--- src/rtl/imem_loader.sv ---
// rtl/imem_loader.sv - byte-stream instruction-memory loader with CPU fetch hold
//
// Assembles little-endian bytes from a valid/ready byte source into 32-bit
// instruction words and writes them to consecutive instruction-memory word
// addresses starting at 0. The CPU is held while a session is in progress.
//
// Ports:
//   clk, rst_n        single clock, synchronous active-low reset
//   start             one-cycle session request (honoured in IDLE only)
//   word_count[12:0]  words to load, saturated to MAX_WORDS, sampled on start
//   byte_valid        source presents byte_data
//   byte_data[7:0]    byte payload
//   byte_ready        loader accepts a byte this cycle
//   imem_we           one-cycle instruction-memory write strobe
//   imem_addr         word address of the current/last write
//   imem_wdata[31:0]  word of the current/last write
//   busy, cpu_hold    session in progress (identical)
//   done              one-cycle pulse at session end

module imem_loader #(
    parameter int ADDR_W    = 12,
    parameter int MAX_WORDS = 4096
) (
    input  logic              clk,
    input  logic              rst_n,
    input  logic              start,
    input  logic [12:0]       word_count,
    input  logic              byte_valid,
    input  logic [7:0]        byte_data,
    output logic              byte_ready,
    output logic              imem_we,
    output logic [ADDR_W-1:0] imem_addr,
    output logic [31:0]       imem_wdata,
    output logic              busy,
    output logic              cpu_hold,
    output logic              done
);

    typedef enum logic [1:0] {
        IDLE    = 2'd0,
        COLLECT = 2'd1,
        WRITE   = 2'd2,
        FINISH  = 2'd3
    } state_t;

    localparam logic [12:0] MAX_CNT = 13'(MAX_WORDS);

    state_t            state;
    state_t            state_nxt;

    logic [12:0]       count_q;      // saturated session length
    logic [12:0]       written_q;    // words written so far this session
    logic [ADDR_W-1:0] addr_q;       // address of the word being collected
    logic [1:0]        byte_idx_q;
    logic [23:0]       lo_bytes_q;   // bytes 0..2 of the word in progress
    logic [31:0]       wdata_q;
    logic [ADDR_W-1:0] imem_addr_q;

    logic              accept;
    logic              last_byte;
    logic              last_word;
    logic [12:0]       start_count;

    assign accept      = (state == COLLECT) && byte_valid;
    assign last_byte   = accept && (byte_idx_q == 2'd3);
    assign last_word   = ((written_q + 13'd1) == count_q);
    assign start_count = (word_count > MAX_CNT) ? MAX_CNT : word_count;

    // State register
    always_ff @(posedge clk) begin
        if (!rst_n) begin
            state <= IDLE;
        end else begin
            state <= state_nxt;
        end
    end

    // Next-state and state-decoded outputs
    always_comb begin
        state_nxt  = state;
        byte_ready = 1'b0;
        imem_we    = 1'b0;
        busy       = 1'b0;
        done       = 1'b0;
        case (state)
            IDLE: begin
                if (start) begin
                    state_nxt = (start_count == 13'd0) ? FINISH : COLLECT;
                end
            end
            COLLECT: begin
                byte_ready = 1'b1;
                busy       = 1'b1;
                if (last_byte) begin
                    state_nxt = WRITE;
                end
            end
            WRITE: begin
                imem_we   = 1'b1;
                busy      = 1'b1;
                state_nxt = last_word ? FINISH : COLLECT;
            end
            FINISH: begin
                busy      = 1'b1;
                done      = 1'b1;
                state_nxt = IDLE;
            end
            default: begin
                state_nxt = IDLE;
            end
        endcase
    end

    // Datapath: counters, byte assembly and the registered write port.
    // The write address/data are captured together with the fourth byte so
    // that they are stable during WRITE and keep their value afterwards.
    always_ff @(posedge clk) begin
        if (!rst_n) begin
            count_q     <= 13'd0;
            written_q   <= 13'd0;
            addr_q      <= '0;
            byte_idx_q  <= 2'd0;
            lo_bytes_q  <= 24'd0;
            wdata_q     <= 32'd0;
            imem_addr_q <= '0;
        end else begin
            case (state)
                IDLE: begin
                    if (start) begin
                        count_q    <= start_count;
                        written_q  <= 13'd0;
                        addr_q     <= '0;
                        byte_idx_q <= 2'd0;
                    end
                end
                COLLECT: begin
                    if (accept) begin
                        byte_idx_q <= byte_idx_q + 2'd1;
                        case (byte_idx_q)
                            2'd0: lo_bytes_q[7:0]   <= byte_data;
                            2'd1: lo_bytes_q[15:8]  <= byte_data;
                            2'd2: lo_bytes_q[23:16] <= byte_data;
                            default: begin
                                wdata_q     <= {byte_data, lo_bytes_q};
                                imem_addr_q <= addr_q;
                            end
                        endcase
                    end
                end
                WRITE: begin
                    written_q <= written_q + 13'd1;
                    // The final word leaves the address at its last value so it
                    // never steps past MAX_WORDS-1; the next start clears it.
                    if (!last_word) begin
                        addr_q <= addr_q + 1'b1;
                    end
                end
                default: begin
                end
            endcase
        end
    end

    assign imem_addr  = imem_addr_q;
    assign imem_wdata = wdata_q;
    assign cpu_hold   = busy;

endmodule

--- config.mk ---
export PLATFORM = sky130hd
export DESIGN_NAME = imem_loader
export DESIGN_NICKNAME = d
export VERILOG_FILES = /design/src/rtl/imem_loader.sv
export SDC_FILE = /design/constraint.sdc
export NUM_CORES = 1
export LEC_CHECK = 0
export BUFFER_PORTS_ARGS = -buffer_cell sky130_fd_sc_hd__buf_4
export CAP_MARGIN = 25
export CORE_MARGIN = 2
export CORE_UTILIZATION = 56
export CTS_CLUSTER_DIAMETER = 150
export DETAILED_ROUTE_END_ITERATION = 7
export PLACE_DENSITY = 0.76
export SETUP_SLACK_MARGIN = 0.3
export SLEW_MARGIN = 20
export SYNTH_ARGS = -nofsm -noshare
export SYNTH_HDL_FRONTEND = slang
export SYNTH_SLANG_ARGS = --single-unit
--- constraint.sdc ---
create_clock -name clk -period 3.4 [get_ports clk]
set_input_delay 0.68 -clock clk [delete_from_list [all_inputs] [get_ports clk]]
set_output_delay 0.68 -clock clk [all_outputs]
set_load 0.02 [all_outputs]
==> flow_summary.rst <==
.. list-table::
   :header-rows: 1

   * - Metric
     - Value
   * - Syn Nets
     - 641
   * - Number of sinks on the clock net
     - 110
   * - Total of buffers placed on input and output ports
     - 73
   * - Die span in x
     - 96.6 um
   * - Synthesized-area fraction occupied by and/or/nand/nor cells
     - 0.254
   * - Leak pwr
     - 2.12 nW
   * - N_diodes
     - 0
   * - Multiplexer fraction of the synthesized cell area
     - 0.00417
   * - Crit path capture type
     - register
   * - Compound-cell area share of the yosys netlist
     - 0.183
   * - Ranking of synthesized cells by area
     - dfxtp_1 (46%), nand2_1 (13%), a21oi_1 (9.1%)
   * - Synthesis-to-finish area growth
     - 16.2%
   * - Unrepaired setup endpoints after global routing
     - false
   * - Netlist area before placement
     - 4800 um^2
   * - WL per Instance
     - 14.0 um
   * - Finished Core Util
     - 0.675
   * - Least-Margin Pin Slew
     - 0.742 ns
   * - Crit path max fanout
     - 10
   * - Dominant register cell in the synthesized netlist
     - dfxtp_1
   * - Clock tree buffer depth
     - 2
   * - PD cells
     - 421 nW/um^2
   * - Synthesized instance count
     - 609
   * - Number of global-route vias before repair
     - 3,757
   * - Peak Freq
     - 350 MHz
   * - Crit start category
     - register
   * - Vertical extent of the die
     - 96.6 um
   * - Adder-cell area share of the yosys netlist
     - 0.0182
   * - Total via count in the routed design
     - 4,315
   * - Number of hold-repair buffers added at the cts stage
     - 0
   * - Synthesized-area fraction occupied by xor and xnor cells
     - 0.0292
   * - Post-route clock period utilization
     - 0.839
   * - Die area
     - 9330 um^2
   * - Final HPWL DP
     - 7.63 mm
   * - Antenna violations before repair
     - 0
   * - Hold Crit Class
     - register to register
   * - Number of distinct library cell variants in the gate-level netlist after synthesis
     - 56
   * - Clock skew after layout
     - 0.0129 ns
   * - Top-area cell type share of the netlist area
     - 0.459
   * - Residual DRC count
     - 0
   * - Sequential share of the synthesized area
     - 0.459
   * - Reg clk slew, reported paths
     - 0.11 ns
   * - Pre-Repair DR Iteration Count
     - 5
   * - Post-synthesis async set-or-reset flop share
     - 0
   * - EDFF count, synth
     - 0
   * - Required arrival time at the worst endpoint
     - 3.71 ns
   * - Aggregate negative setup slack
     - 0 ns
   * - Detailed Route Iter0 Violations
     - 195
   * - Starting utilization of the core area
     - 0.581
   * - Final min period
     - 2.85 ns
   * - Final global-route overflow total
     - 0
   * - WP data arrival
     - 3.16 ns
   * - GRT Resource Usage Total
     - 0.242
   * - Dominant cell type by area after synthesis
     - dfxtp_1
   * - Result of the run
     - finished, final reports clean
   * - Highest-count cells in the layout ignoring fill and taps
     - nand2_1 (163), dfxtp_1 (110), a21oi_1 (87)
   * - Wire length of the first global-routing pass
     - 17.6 mm
   * - Number of rows in the core area
     - 33
   * - Final count of pins violating max slew
     - 0
   * - Average footprint of a synthesized cell
     - 7.88 um^2
   * - RePlAce Congestion
     - 0.843
   * - Buffer cell driving the clock tree root
     - clkbuf_8
   * - Share of final-layout standard cells stronger than drive strength 1
     - 0.170
   * - Pin count of the biggest net entering global routing
     - 45
   * - Placeable Area
     - 8260 um^2
   * - Post-layout power
     - 2.35 mW
   * - Clock buffer count from CTS
     - 9
   * - Startpoint-to-endpoint class of the critical path
     - register to register
   * - Count of placed standard cells including taps
     - 753
   * - Count of yosys warnings during synthesis
     - 0
   * - Final wirelength
     - 10.8 mm
   * - Number of endpoints failing setup at the final stage
     - 0
   * - NumNets Final
     - 693
   * - Antenna-violating nets left
     - 0
   * - Skew-Pair Late Insertion Delay
     - 0.38 ns
   * - H-tree lvl count
     - 3
   * - Max-Slew Margin vs Limit
     - 0.505
   * - Dominant combinational cell family by area after synthesis
     - simple AND/OR/NAND/NOR gates
   * - Flip-flop and latch count after synthesis
     - 110
   * - Count of final hold-check violations
     - 0
   * - Clock tree from TritonCTS
     - done
   * - Post-layout instance count excluding filler cells
     - 771
   * - Count of maximum capacitance violations
     - 0
   * - Via/cell ratio
     - 5.60
   * - Io pins
     - 74
   * - Most common cell after layout, fill and taps aside
     - nand2_1
   * - Maximum vdd ir drop
     - 0.000216 V
[state kept, by name, indices dropped and copies added, names as in the netlist]
register / count
imem_addr: 12
count_q: 13
state: 2
lo_bytes_q: 24
imem_wdata: 32
addr_q: 12
written_q: 13
byte_idx_q: 2
[timing repair]
item | in CTS | in global routing
setup endpoints to repair | 0 | 12
setup buffers | 0 | 2
resized for setup | 0 | 1
[synth_stat cells (4+ instances only)]
cell	count
nor3_1	9
o21ai_0	13
xor2_1	4
nand3_1	15
xnor2_1	12
nor4_1	8
nand2_1	163
and3_1	5
inv_1	14
ha_1	7
a41o_1	4
dfxtp_1	110
nor2_1	45
a21oi_1	87
buf_2	5
o311a_1	4
a22oi_1	16
clkbuf_1	33
[kinds of logic (layout without fill, tap and decap cells)]
| kind of cell | count (synthesis) | in the layout |
|---|---|---|
| multiplexers | 2 | 2 |
| adder cells (fa/ha/maj) | 7 | 7 |
| flip-flops | 110 | 110 |
| AO/OA/AOI/OAI | 144 | 144 |
| AND/OR/NAND/NOR | 272 | 272 |
| buffers and inverters | 58 | 115 |
| XOR/XNOR | 16 | 16 |
[worst max-delay path, cell delays in order (launching register included)]
cell	delay, ns
dfxtp_1	0.47
ha_1	0.36
nand3_2	0.22
or3_2	0.45
a31oi_1	0.17
or3_4	0.15
nor4_4	0.04
buf_4	0.17
buf_4	0.16
or4b_1	0.46
a21oi_1	0.12
[through the flow]
stage	hold WS, ns	area (um^2)	worst slack [ns]
after floorplan	0.432	4800	0.869
after global placement	0.440	5350	0.473
after detailed placement	0.445	5350	0.401
after CTS	0.457	5560	0.382
after global routing	0.475	5580	0.324
final	0.456	5580	0.546
[worst paths after layout]
kind            startpoint            end  slack [ns]  depth (start not counted)
min          lo_bytes_q[9]  imem_wdata[9]        0.46                          2
min reg2reg  lo_bytes_q[9]  imem_wdata[9]        0.46                          2
max reg2reg   written_q[0]      addr_q[8]        0.55                         10
max           written_q[0]      addr_q[8]        0.55                         10
[cell type report]
cell class,count,area (um^2)
multi-input combinational,441,2350
clock buffer,10,128
clock inverter,6,76.3
sequential,110,2200
timing repair buffer,85,638
inverter,14,52.6
tap,105,131
fill,718,2680
[report_power, final]
group / leakage [nW] / total (mW) / switching (mW) / internal, mW
logic: 1.13 / 0.199 / 0.125 / 0.0737
registers: 0.888 / 1.32 / 0.0165 / 1.31
clock network: 0.103 / 0.824 / 0.470 / 0.355
total: 2.12 / 2.35 / 0.611 / 1.73
[per-layer routing]
metal,global-route usage,up-vias,part of all wire
li1,-,2178,-
met3,0.0520,13,0.056
met4,0.0751,0,0.013
met2,0.415,120,0.48
met1,0.304,2004,0.45
met5,0,-,0
(Power assumes the default switching activity.)
